==> config.mk <==
export PLATFORM = sky130hd
export DESIGN_NAME = tqvp_scroll_compositor
export DESIGN_NICKNAME = d
export VERILOG_FILES = /design/src/rtl/tqvp_scroll_pkg.sv /design/src/rtl/bg_scroll_accum.sv /design/src/rtl/tqvp_scroll_compositor.sv
export SDC_FILE = /design/constraint.sdc
export NUM_CORES = 1
export LEC_CHECK = 0
export CORE_UTILIZATION = 50
export DETAILED_ROUTE_END_ITERATION = 6
export GPL_ROUTABILITY_DRIVEN = 0
export PLACE_DENSITY = 0.72
export REMOVE_ABC_BUFFERS = 1
export SLEW_MARGIN = 20
export SYNTH_ARGS = -nofsm -noshare
export SYNTH_HDL_FRONTEND = slang
export SYNTH_SLANG_ARGS = --single-unit
==> constraint.sdc <==
create_clock -name clk -period 41.5 [get_ports clk]
set_input_delay 12.45 -clock clk [delete_from_list [all_inputs] [get_ports clk]]
set_output_delay 12.45 -clock clk [all_outputs]
set_load 0.02 [all_outputs]
==> src/rtl/tqvp_scroll_pkg.sv <==
// Shared constants and types for the TinyQV scroll compositor peripheral.
package tqvp_scroll_pkg;

  // One pixel as {B[1:0], G[1:0], R[1:0]}.
  typedef logic [5:0] pixel_t;

  // Register byte addresses on the 6-bit peripheral bus.
  localparam logic [5:0] ADDR_CTRL       = 6'h00;
  localparam logic [5:0] ADDR_STATUS     = 6'h04;
  localparam logic [5:0] ADDR_LAYER0     = 6'h08;
  localparam logic [5:0] ADDR_KEY        = 6'h20;
  localparam logic [5:0] ADDR_BGCOL      = 6'h24;
  localparam logic [5:0] ADDR_IRQ_PERIOD = 6'h28;

  // Field positions.
  localparam int CTRL_EN_BIT    = 0;
  localparam int CTRL_LAYER_LSB = 1;
  localparam int STATUS_IRQ_BIT = 16;
  localparam int LAYER_ZERO_BIT = 15;
  localparam int SPEED_W        = 8;
  localparam int FRAME_CNT_W    = 16;

  // Address of the per-layer speed/control register for layer idx.
  function automatic logic [5:0] layer_addr(input int idx);
    return ADDR_LAYER0 + 6'(4 * idx);
  endfunction

endpackage

==> src/rtl/bg_scroll_accum.sv <==
// Per-layer scroll state: signed speed register and a wrapping sub-pixel
// accumulator whose integer part is the layer's horizontal scroll offset.
module bg_scroll_accum
  import tqvp_scroll_pkg::*;
#(
  parameter int SCROLL_W = 11,
  parameter int FRAC_W   = 4
) (
  input  logic                clk,
  input  logic                rst_n,
  input  logic                speed_we,
  input  logic [SPEED_W-1:0]  speed_in,
  input  logic                zero,
  input  logic                step,
  output logic [SPEED_W-1:0]  speed,
  output logic [SCROLL_W-1:0] scroll
);

  localparam int ACC_W = SCROLL_W + FRAC_W;

  logic [ACC_W-1:0] acc;
  logic [ACC_W-1:0] speed_ext;

  assign speed_ext = {{(ACC_W - SPEED_W){speed[SPEED_W-1]}}, speed};
  assign scroll    = acc[ACC_W-1 -: SCROLL_W];

  // Speed register, loaded on any write to this layer's register.
  always_ff @(posedge clk or negedge rst_n) begin
    if (!rst_n) speed <= '0;
    else if (speed_we) speed <= speed_in;
  end

  // Accumulator: an explicit zero request beats the per-frame step.
  always_ff @(posedge clk or negedge rst_n) begin
    if (!rst_n)    acc <= '0;
    else if (zero) acc <= '0;
    else if (step) acc <= acc + speed_ext;
  end

endmodule

==> src/rtl/tqvp_scroll_compositor.sv <==
// Multi-layer parallax scroll compositor on the TinyQV peripheral bus.
// Advances per-layer scroll offsets once per frame and picks, per pixel,
// the lowest-index enabled non-key layer over a backdrop colour.
module tqvp_scroll_compositor
  import tqvp_scroll_pkg::*;
#(
  parameter int NUM_LAYERS = 3,
  parameter int SCROLL_W   = 11,
  parameter int FRAC_W     = 4
) (
  input  logic                           clk,
  input  logic                           rst_n,
  input  logic [5:0]                     address,
  input  logic [31:0]                    data_in,
  input  logic [1:0]                     data_write_n,
  input  logic [1:0]                     data_read_n,
  output logic [31:0]                    data_out,
  output logic                           data_ready,
  output logic                           user_interrupt,
  input  logic                           vid_hsync,
  input  logic                           vid_vsync,
  input  logic                           vid_visible,
  input  logic [NUM_LAYERS*6-1:0]        layer_rgb,
  output logic [NUM_LAYERS*SCROLL_W-1:0] scroll_x,
  output logic [7:0]                     uo_out
);

  logic [NUM_LAYERS:0]    ctrl;
  pixel_t                 key;
  pixel_t                 bgcol;
  logic [15:0]            irq_period;
  logic [FRAME_CNT_W-1:0] frame_cnt;
  logic                   irq;
  logic                   vsync_q;
  logic                   armed;
  logic [SPEED_W-1:0]     speed [NUM_LAYERS];

  logic                   bus_write;
  logic                   frame_edge;
  logic                   advance;
  logic [FRAME_CNT_W-1:0] cnt_next;
  logic                   irq_hit;
  logic                   irq_clear;
  pixel_t                 pix_sel;
  pixel_t                 rgb_next;
  logic                   unused_bits;

  // Reads are combinational, so the read strobe and high data bits carry no information.
  assign unused_bits = &{1'b0, data_read_n, data_in[31:17]};

  assign data_ready     = 1'b1;
  assign user_interrupt = irq;
  assign bus_write      = (data_write_n != 2'b11);

  // A frame starts on vsync rising; the first clock after reset only primes the history.
  assign frame_edge = armed & vid_vsync & ~vsync_q;
  assign advance    = frame_edge & ctrl[CTRL_EN_BIT];
  assign cnt_next   = frame_cnt + 1'b1;
  assign irq_hit    = advance && (irq_period != '0) && (cnt_next != '0)
                      && ((cnt_next % irq_period) == '0);
  assign irq_clear  = bus_write && (address == ADDR_STATUS) && data_in[STATUS_IRQ_BIT];

  for (genvar i = 0; i < NUM_LAYERS; i++) begin : g_layer
    logic sel;
    assign sel = bus_write && (address == layer_addr(i));
    bg_scroll_accum #(.SCROLL_W(SCROLL_W), .FRAC_W(FRAC_W)) u_accum (
      .clk      (clk),
      .rst_n    (rst_n),
      .speed_we (sel),
      .speed_in (data_in[SPEED_W-1:0]),
      .zero     (sel & data_in[LAYER_ZERO_BIT]),
      .step     (advance),
      .speed    (speed[i]),
      .scroll   (scroll_x[i*SCROLL_W +: SCROLL_W])
    );
  end

  // Configuration register writes.
  always_ff @(posedge clk or negedge rst_n) begin
    if (!rst_n) begin
      ctrl       <= '0;
      key        <= '0;
      bgcol      <= '0;
      irq_period <= '0;
    end else if (bus_write) begin
      case (address)
        ADDR_CTRL:       ctrl       <= data_in[NUM_LAYERS:0];
        ADDR_KEY:        key        <= data_in[5:0];
        ADDR_BGCOL:      bgcol      <= data_in[5:0];
        ADDR_IRQ_PERIOD: irq_period <= data_in[15:0];
        default: ;
      endcase
    end
  end

  // Frame counter and interrupt flag; a new interrupt beats a same-cycle clear.
  always_ff @(posedge clk or negedge rst_n) begin
    if (!rst_n) begin
      frame_cnt <= '0;
      irq       <= 1'b0;
    end else begin
      if (advance)        frame_cnt <= cnt_next;
      if (irq_hit)        irq <= 1'b1;
      else if (irq_clear) irq <= 1'b0;
    end
  end

  // Vsync history used for edge detection.
  always_ff @(posedge clk or negedge rst_n) begin
    if (!rst_n) begin
      vsync_q <= 1'b0;
      armed   <= 1'b0;
    end else begin
      vsync_q <= vid_vsync;
      armed   <= 1'b1;
    end
  end

  // Register read mux.
  always_comb begin
    data_out = '0;
    case (address)
      ADDR_CTRL:       data_out[NUM_LAYERS:0] = ctrl;
      ADDR_STATUS:     data_out = {15'b0, irq, frame_cnt};
      ADDR_KEY:        data_out[5:0] = key;
      ADDR_BGCOL:      data_out[5:0] = bgcol;
      ADDR_IRQ_PERIOD: data_out[15:0] = irq_period;
      default: ;
    endcase
    for (int i = 0; i < NUM_LAYERS; i++) begin
      if (address == layer_addr(i)) data_out[SPEED_W-1:0] = speed[i];
    end
  end

  // Pixel priority: scan from the top layer down so the lowest index wins.
  always_comb begin
    pix_sel = bgcol;
    for (int i = NUM_LAYERS - 1; i >= 0; i--) begin
      if (ctrl[CTRL_LAYER_LSB + i] && (layer_rgb[i*6 +: 6] != key)) pix_sel = layer_rgb[i*6 +: 6];
    end
    rgb_next = (vid_visible && ctrl[CTRL_EN_BIT]) ? pix_sel : '0;
  end

  // Output register with syncs delayed alongside the pixel.
  always_ff @(posedge clk or negedge rst_n) begin
    if (!rst_n) uo_out <= '0;
    else        uo_out <= {vid_vsync, vid_hsync, rgb_next};
  end

endmodule

* Yosys cells after proc, flatten, opt, wreduce, memory -nomap -nowiden
Index checks and enable logic that the tools add are counted.
Widths: inputs -> output; s select.
** Storage, ports and cells
- Bits in registers :: 128
- Bits of input ports :: 65
- Output and inout port bits :: 75
** Cells by class
- $add $sub $neg :: 4
- Div/mod/pow operators :: 1
- Eq/ne operators :: 11
- Mux-type cells :: 19
- Bitwise logic cells :: 7
- Reductions and logical operators :: 24
** Operators with widths (count)
- $mux 15 :: 6
- $add 15x15->15 :: 3
- $reduce_bool 16->1 :: 2
- $mux 6 :: 4
- $mux 8 :: 3
- $pmux 10 s2 :: 1
- $pmux 4 s5 :: 1
- $eq 6x6->1 const B :: 3
- $ne 6x6->1 :: 3
- $add 16x1->16 const B :: 1
- $logic_not 16->1 :: 1
- $mod 16x16->16 :: 1
- $eq 6x4->1 const B :: 2
- $logic_and 1x1->1 :: 12
- $pmux 2 s4 :: 1
- $reduce_and 2->1 :: 4
- $reduce_bool 2->1 :: 4
- $and 1x1->1 :: 6
- $eq 6x3->1 const B :: 1
- $eq 6x5->1 const B :: 1
- $logic_not 6->1 :: 1
- $mux 1 :: 3
- $ne 2x2->1 const B :: 1
- $not 1->1 :: 1

* Longest topological paths before layout
- Depth in word-level cells :: 7
- Mapped depth :: 137
- Mapped depth without buffers :: 130

* By module
From an unflattened synthesis, not the netlist that was laid out.
** Second synthesis, totals
- Cells, all modules :: 2063
- Area, all modules :: 16570.9 um2
** Modules (own cells, without submodules)
- tqvp_scroll_compositor :: times used 1, cells an instance 1565, area an instance 11627.4 um2, sequential area each 1451.4 um2
- bg_scroll_accum :: times used 3, cells an instance 166, area an instance 1647.8 um2, sequential area each 575.6 um2

* Least setup slack after synthesis
No wires, ideal clock.
- Path type :: reg2reg
- Start :: reg frame_cnt[8]
- End :: reg irq, in the netlist user_interrupt
- Data arrival time :: 28.619 ns
- Data required time :: 41.408 ns
- Slack :: 12.790 ns
- Stages on the path, launching flop included :: 123
- Buffers on the path :: 9
- Cell sequence :: dfrtp_1 > clkbuf_1 > nand3_1 > nor4_2 > a21oi_1 > nand2b_1 > ha_1 > and3_1 > or3b_2 > and2_1 > ha_1 > o21a_1 > o21ai_0 > or2_0 > and3_1 > or2_2 > ha_1 > o211ai_1 > [87 not listed] > nor2b_1 > a221oi_1 > buf_2 > buf_1 > clkbuf_1 > a21oi_1 > fa_1 > a211oi_1 > o21a_1 > o31ai_1 > o21a_1 > nor2_1 > nand2_1 > a31o_2 > or3_1 > a2111oi_1 > nand4_1 > o31ai_2
** Between the ends
- Longest elaborated chain between the ends :: 5
- Elaborated cells between the ends (all ways) :: 8
** Ends and longest elaborated chain
- start, declared :: line tqvp_scroll_compositor.sv:32 : logic [FRAME_CNT_W-1:0] frame_cnt;
- start signal, assigned :: line tqvp_scroll_compositor.sv:102 : if (advance) frame_cnt <= cnt_next;
- $add 16x1->16 * :: line tqvp_scroll_compositor.sv:58 : assign cnt_next = frame_cnt + 1'b1;
- via cnt_next[15] :: line tqvp_scroll_compositor.sv:41 : logic [FRAME_CNT_W-1:0] cnt_next;
- $mod 16x16->16 or $reduce_bool 16->1 (tied branches) :: line tqvp_scroll_compositor.sv:60, tqvp_scroll_compositor.sv:59
- $logic_not 16->1 or $logic_and 1x1->1 (tied branches) :: line tqvp_scroll_compositor.sv:60, tqvp_scroll_compositor.sv:59
- $logic_and 1x1->1 * :: line tqvp_scroll_compositor.sv:60 : && ((cnt_next % irq_period) == '0);
- $mux 1 or $reduce_bool 2->1 (tied branches)
- end signal, assigned :: line tqvp_scroll_compositor.sv:100 : irq <= 1'b0;
- end signal, assigned :: line tqvp_scroll_compositor.sv:103 : if (irq_hit) irq <= 1'b1;
- end signal, assigned :: line tqvp_scroll_compositor.sv:104 : else if (irq_clear) irq <= 1'b0;
- end, declared :: line tqvp_scroll_compositor.sv:33 : logic irq;
Mark *: on every way through the listed nets, which the timed path passes. The rest lies on a longest branch.
A chain may end at the register's enable or synchronous reset.

* Worst setup path in the final report
- Start :: reg frame_cnt[0]
- End :: reg irq, in the netlist user_interrupt
The elaborated chain is that of the path after synthesis.

==> flow_metrics.env <==
export IMPL_post_cts_repair_timing_setup_buffer_count=0
export IMPL_clock_latency_ns=0.42
export IMPL_cts_tree="built"
export IMPL_route_detailed_drc=0
export IMPL_worst_ep_required_time_ns=41.83
export IMPL_ys_async_sr_fraction_pct=100.0
export IMPL_port_buffer_count=106
export IMPL_distinct_cell_type_count_after_synthesis=92
export IMPL_cts_hold_fix_buffers=0
export IMPL_slew_headroom_pct=27.93
export IMPL_synth_seq_area_share_pct=19.91
export IMPL_flops_latches_synth=127
export IMPL_setup_repair_after_global_routing_missed_its_margin="no"
export IMPL_max_freq_mhz=28.78
export IMPL_tritoncts_num_buffers=17
export IMPL_timing_setup_critical_path_class="flip-flop to flip-flop"
export IMPL_mostFrequentLayoutCell="sky130_fd_sc_hd__ha_1"
export IMPL_floorplan_core_area_mm2=0.03147
export IMPL_die_area_mm2=0.03264
export IMPL_die_height_um=180.7
export IMPL_row_count=65
export IMPL_largest_net_degree_at_the_start_of_global_routing=75
export IMPL_post_cts_resize_count=0
export IMPL_worstSetupStartpointType="flip-flop"
export IMPL_clock_sink_count=127
export IMPL_fin_tns_setup_ns=0
export IMPL_dr_total_vias=15057
export IMPL_post_route_cells_drive_above_1_share_pct=8.300
export IMPL_firstDrtPassIters=6
export IMPL_syn_inst=1938
export IMPL_max_cap_violations=0
export IMPL_synth_edff_count=0
export IMPL_areaGrowthSynthToFinish_pct=10.36
export IMPL_grt_antenna_before_repair=0
export IMPL_worst_slew_pin_slew_ns=1.072
export IMPL_antenna_left=0
export IMPL_design_final_nets=2227
export IMPL_leading_register_cell_type_out_of_synthesis="sky130_fd_sc_hd__dfrtp_1"
export IMPL_die_width_um=180.7
export IMPL_synth_top_cell_area_share_pct=19.91
export IMPL_synth_area_leader="sky130_fd_sc_hd__dfrtp_1"
export IMPL_drv_slew=0
export IMPL_clkSlewWorstSetupHoldPaths_ns=0.06
export IMPL_synth_area_leaders="sky130_fd_sc_hd__dfrtp_1, sky130_fd_sc_hd__ha_1, sky130_fd_sc_hd__xnor2_1"
export IMPL_setup_viol_count_final=0
export IMPL_detail_route_iter0_violations=1544
export IMPL_finalCritPeriodShare_pct=83.74
export IMPL_hold_viol_final=0
export IMPL_synth_yosys_warnings=0
export IMPL_timing_critical_path_arrival_ns=35.08
export IMPL_critPathCaptureType="flip-flop"
export IMPL_ctsLongestPathBuffers=2
export IMPL_run_status="completed"
export IMPL_num_fill_cells=2866
export IMPL_first_pass_grt_wire_length_um=74880
export IMPL_post_synth_cell_area_avg_um2=8.235
export IMPL_grt_ovfl_total=0
export IMPL_period_minus_slack_ns=34.75
export IMPL_cts_root_buf="sky130_fd_sc_hd__clkbuf_16"
export IMPL_holdCritPathClass="flip-flop to flip-flop"
export IMPL_io_pins=140
export IMPL_antenna_diode_count=0
export IMPL_final_setup_skew_ns=0.005966
export IMPL_grt_pass1_vias=14422
export IMPL_vias_per_cell=6.300
export IMPL_initial_utilization_pct=50.71
export IMPL_post_synthesis_cell_area_mm2=0.01596
export IMPL_avgRoutedWirePerCell_um=19.54
export IMPL_crit_path_max_fanout=31
export IMPL_final_cell_mix="sky130_fd_sc_hd__ha_1, sky130_fd_sc_hd__nor2_1, sky130_fd_sc_hd__nand2_1"
export IMPL_cts_htree_levels=4
export IMPL_total_routed_wirelength_um=46700
export IMPL_crit_top_cell="sky130_fd_sc_hd__ha_1"
export IMPL_worst_path_max_delay_cell="sky130_fd_sc_hd__a22oi_1"
export IMPL_critical_path_max_stage_delay_ns=0.79
export IMPL_grt_use_total_pct=28.37
export IMPL_post_dp_hpwl_um=35660
==> synthesized netlist by cell type, types with 51 or more instances <==
cell type	number
sky130_fd_sc_hd__nor2_1	153
sky130_fd_sc_hd__dfrtp_1	127
sky130_fd_sc_hd__xnor2_1	112
sky130_fd_sc_hd__a21o_1	57
sky130_fd_sc_hd__nand2_1	151
sky130_fd_sc_hd__mux2_2	69
sky130_fd_sc_hd__xor2_1	52
sky130_fd_sc_hd__clkbuf_1	51
sky130_fd_sc_hd__a21oi_1	142
sky130_fd_sc_hd__ha_1	181
sky130_fd_sc_hd__o21ai_0	79
sky130_fd_sc_hd__inv_1	92
==> final cells by class <==
cell class	instances	area [um^2]	share of cell area (%)
Multi-Input combinational cell	1626	11920	67.70
Clock buffer	21	460.4	2.614
Clock inverter	9	87.58	0.4973
Tap cell	402	503.0	2.856
Sequential cell	127	3178	18.04
Inverter	92	345.3	1.961
Timing Repair Buffer	113	1115	6.329
==> flip-flops by register name, summed over array words and instances (netlist names) <==
name                   cells
ctrl                       4
irq_period                16
g_layer.u_accum.speed     24
user_interrupt             1
armed                      1
bgcol                      6
frame_cnt                 16
g_layer.u_accum.acc       45
uo_out                     8
key                        6
==> metrics by stage <==
step | cells | utilization (%) | instance area (um^2) | setup slack [ns] | hold WS (ns)
6_report | 2390 | 55.96 | 17610 | 6.748 | 0.5159
5_1_grt | 2390 | 55.96 | 17610 | 4.561 | 0.5368
4_1_cts | 2390 | 55.89 | 17590 | 7.373 | 0.5180
3_5_place_dp | 2360 | 54.14 | 17040 | 7.537 | 0.5028
3_3_place_gp | 2360 | 54.12 | 17030 | 7.964 | 0.4955
2_1_floorplan | 1845 | - | 15400 | 11.33 | 0.4800
==> cells by family (layout without fill, tap and decap cells) <==
kind of cell,count (synthesis),after routing,share of synthesized area [%]
flip-flops,127,127,19.91
XOR/XNOR,164,164,9.000
AO/OA/AOI/OAI,589,589,25.64
buffers and inverters,200,235,5.990
adder cells (fa/ha/maj),185,185,14.69
multiplexers,105,105,7.221
other,2,17,0.04706
AND/OR/NAND/NOR,566,566,17.50
==> per-layer routing <==
layer  track usage [%]  wire [um]
met1             38.33      20810
met2             45.98      21440
met3             3.719       2917
met4             10.70       1534
met5                 0          0
==> critical path: cells and delay by family (launching register included) <==
family	cells	cell delay (ns)
AO/OA/AOI/OAI	57	16.88
adder cells (fa/ha/maj)	16	5.24
buffers and inverters	4	0.88
flip-flops	1	0.59
multiplexers	1	0.30
AND/OR/NAND/NOR	41	10.67
==> path summary, 6_finish.rpt <==
path,startpoint,end,slack [ns],cells past startpoint
worst min register to register,g_layer[2].u_accum.acc[0],g_layer[2].u_accum.acc[0],0.52,1
max in group asynchronous,rst_n,uo_out[0],28.18,2
worst min-delay path,g_layer[2].u_accum.acc[0],g_layer[2].u_accum.acc[0],0.52,1
worst max register to register,frame_cnt[0],user_interrupt,6.75,119
min in group asynchronous,rst_n,uo_out[6],11.97,1
worst max-delay path,frame_cnt[0],user_interrupt,6.75,119
Power is not shown: default switching activity piles up to over one toggle a cycle in this logic, so the estimate is an artifact.
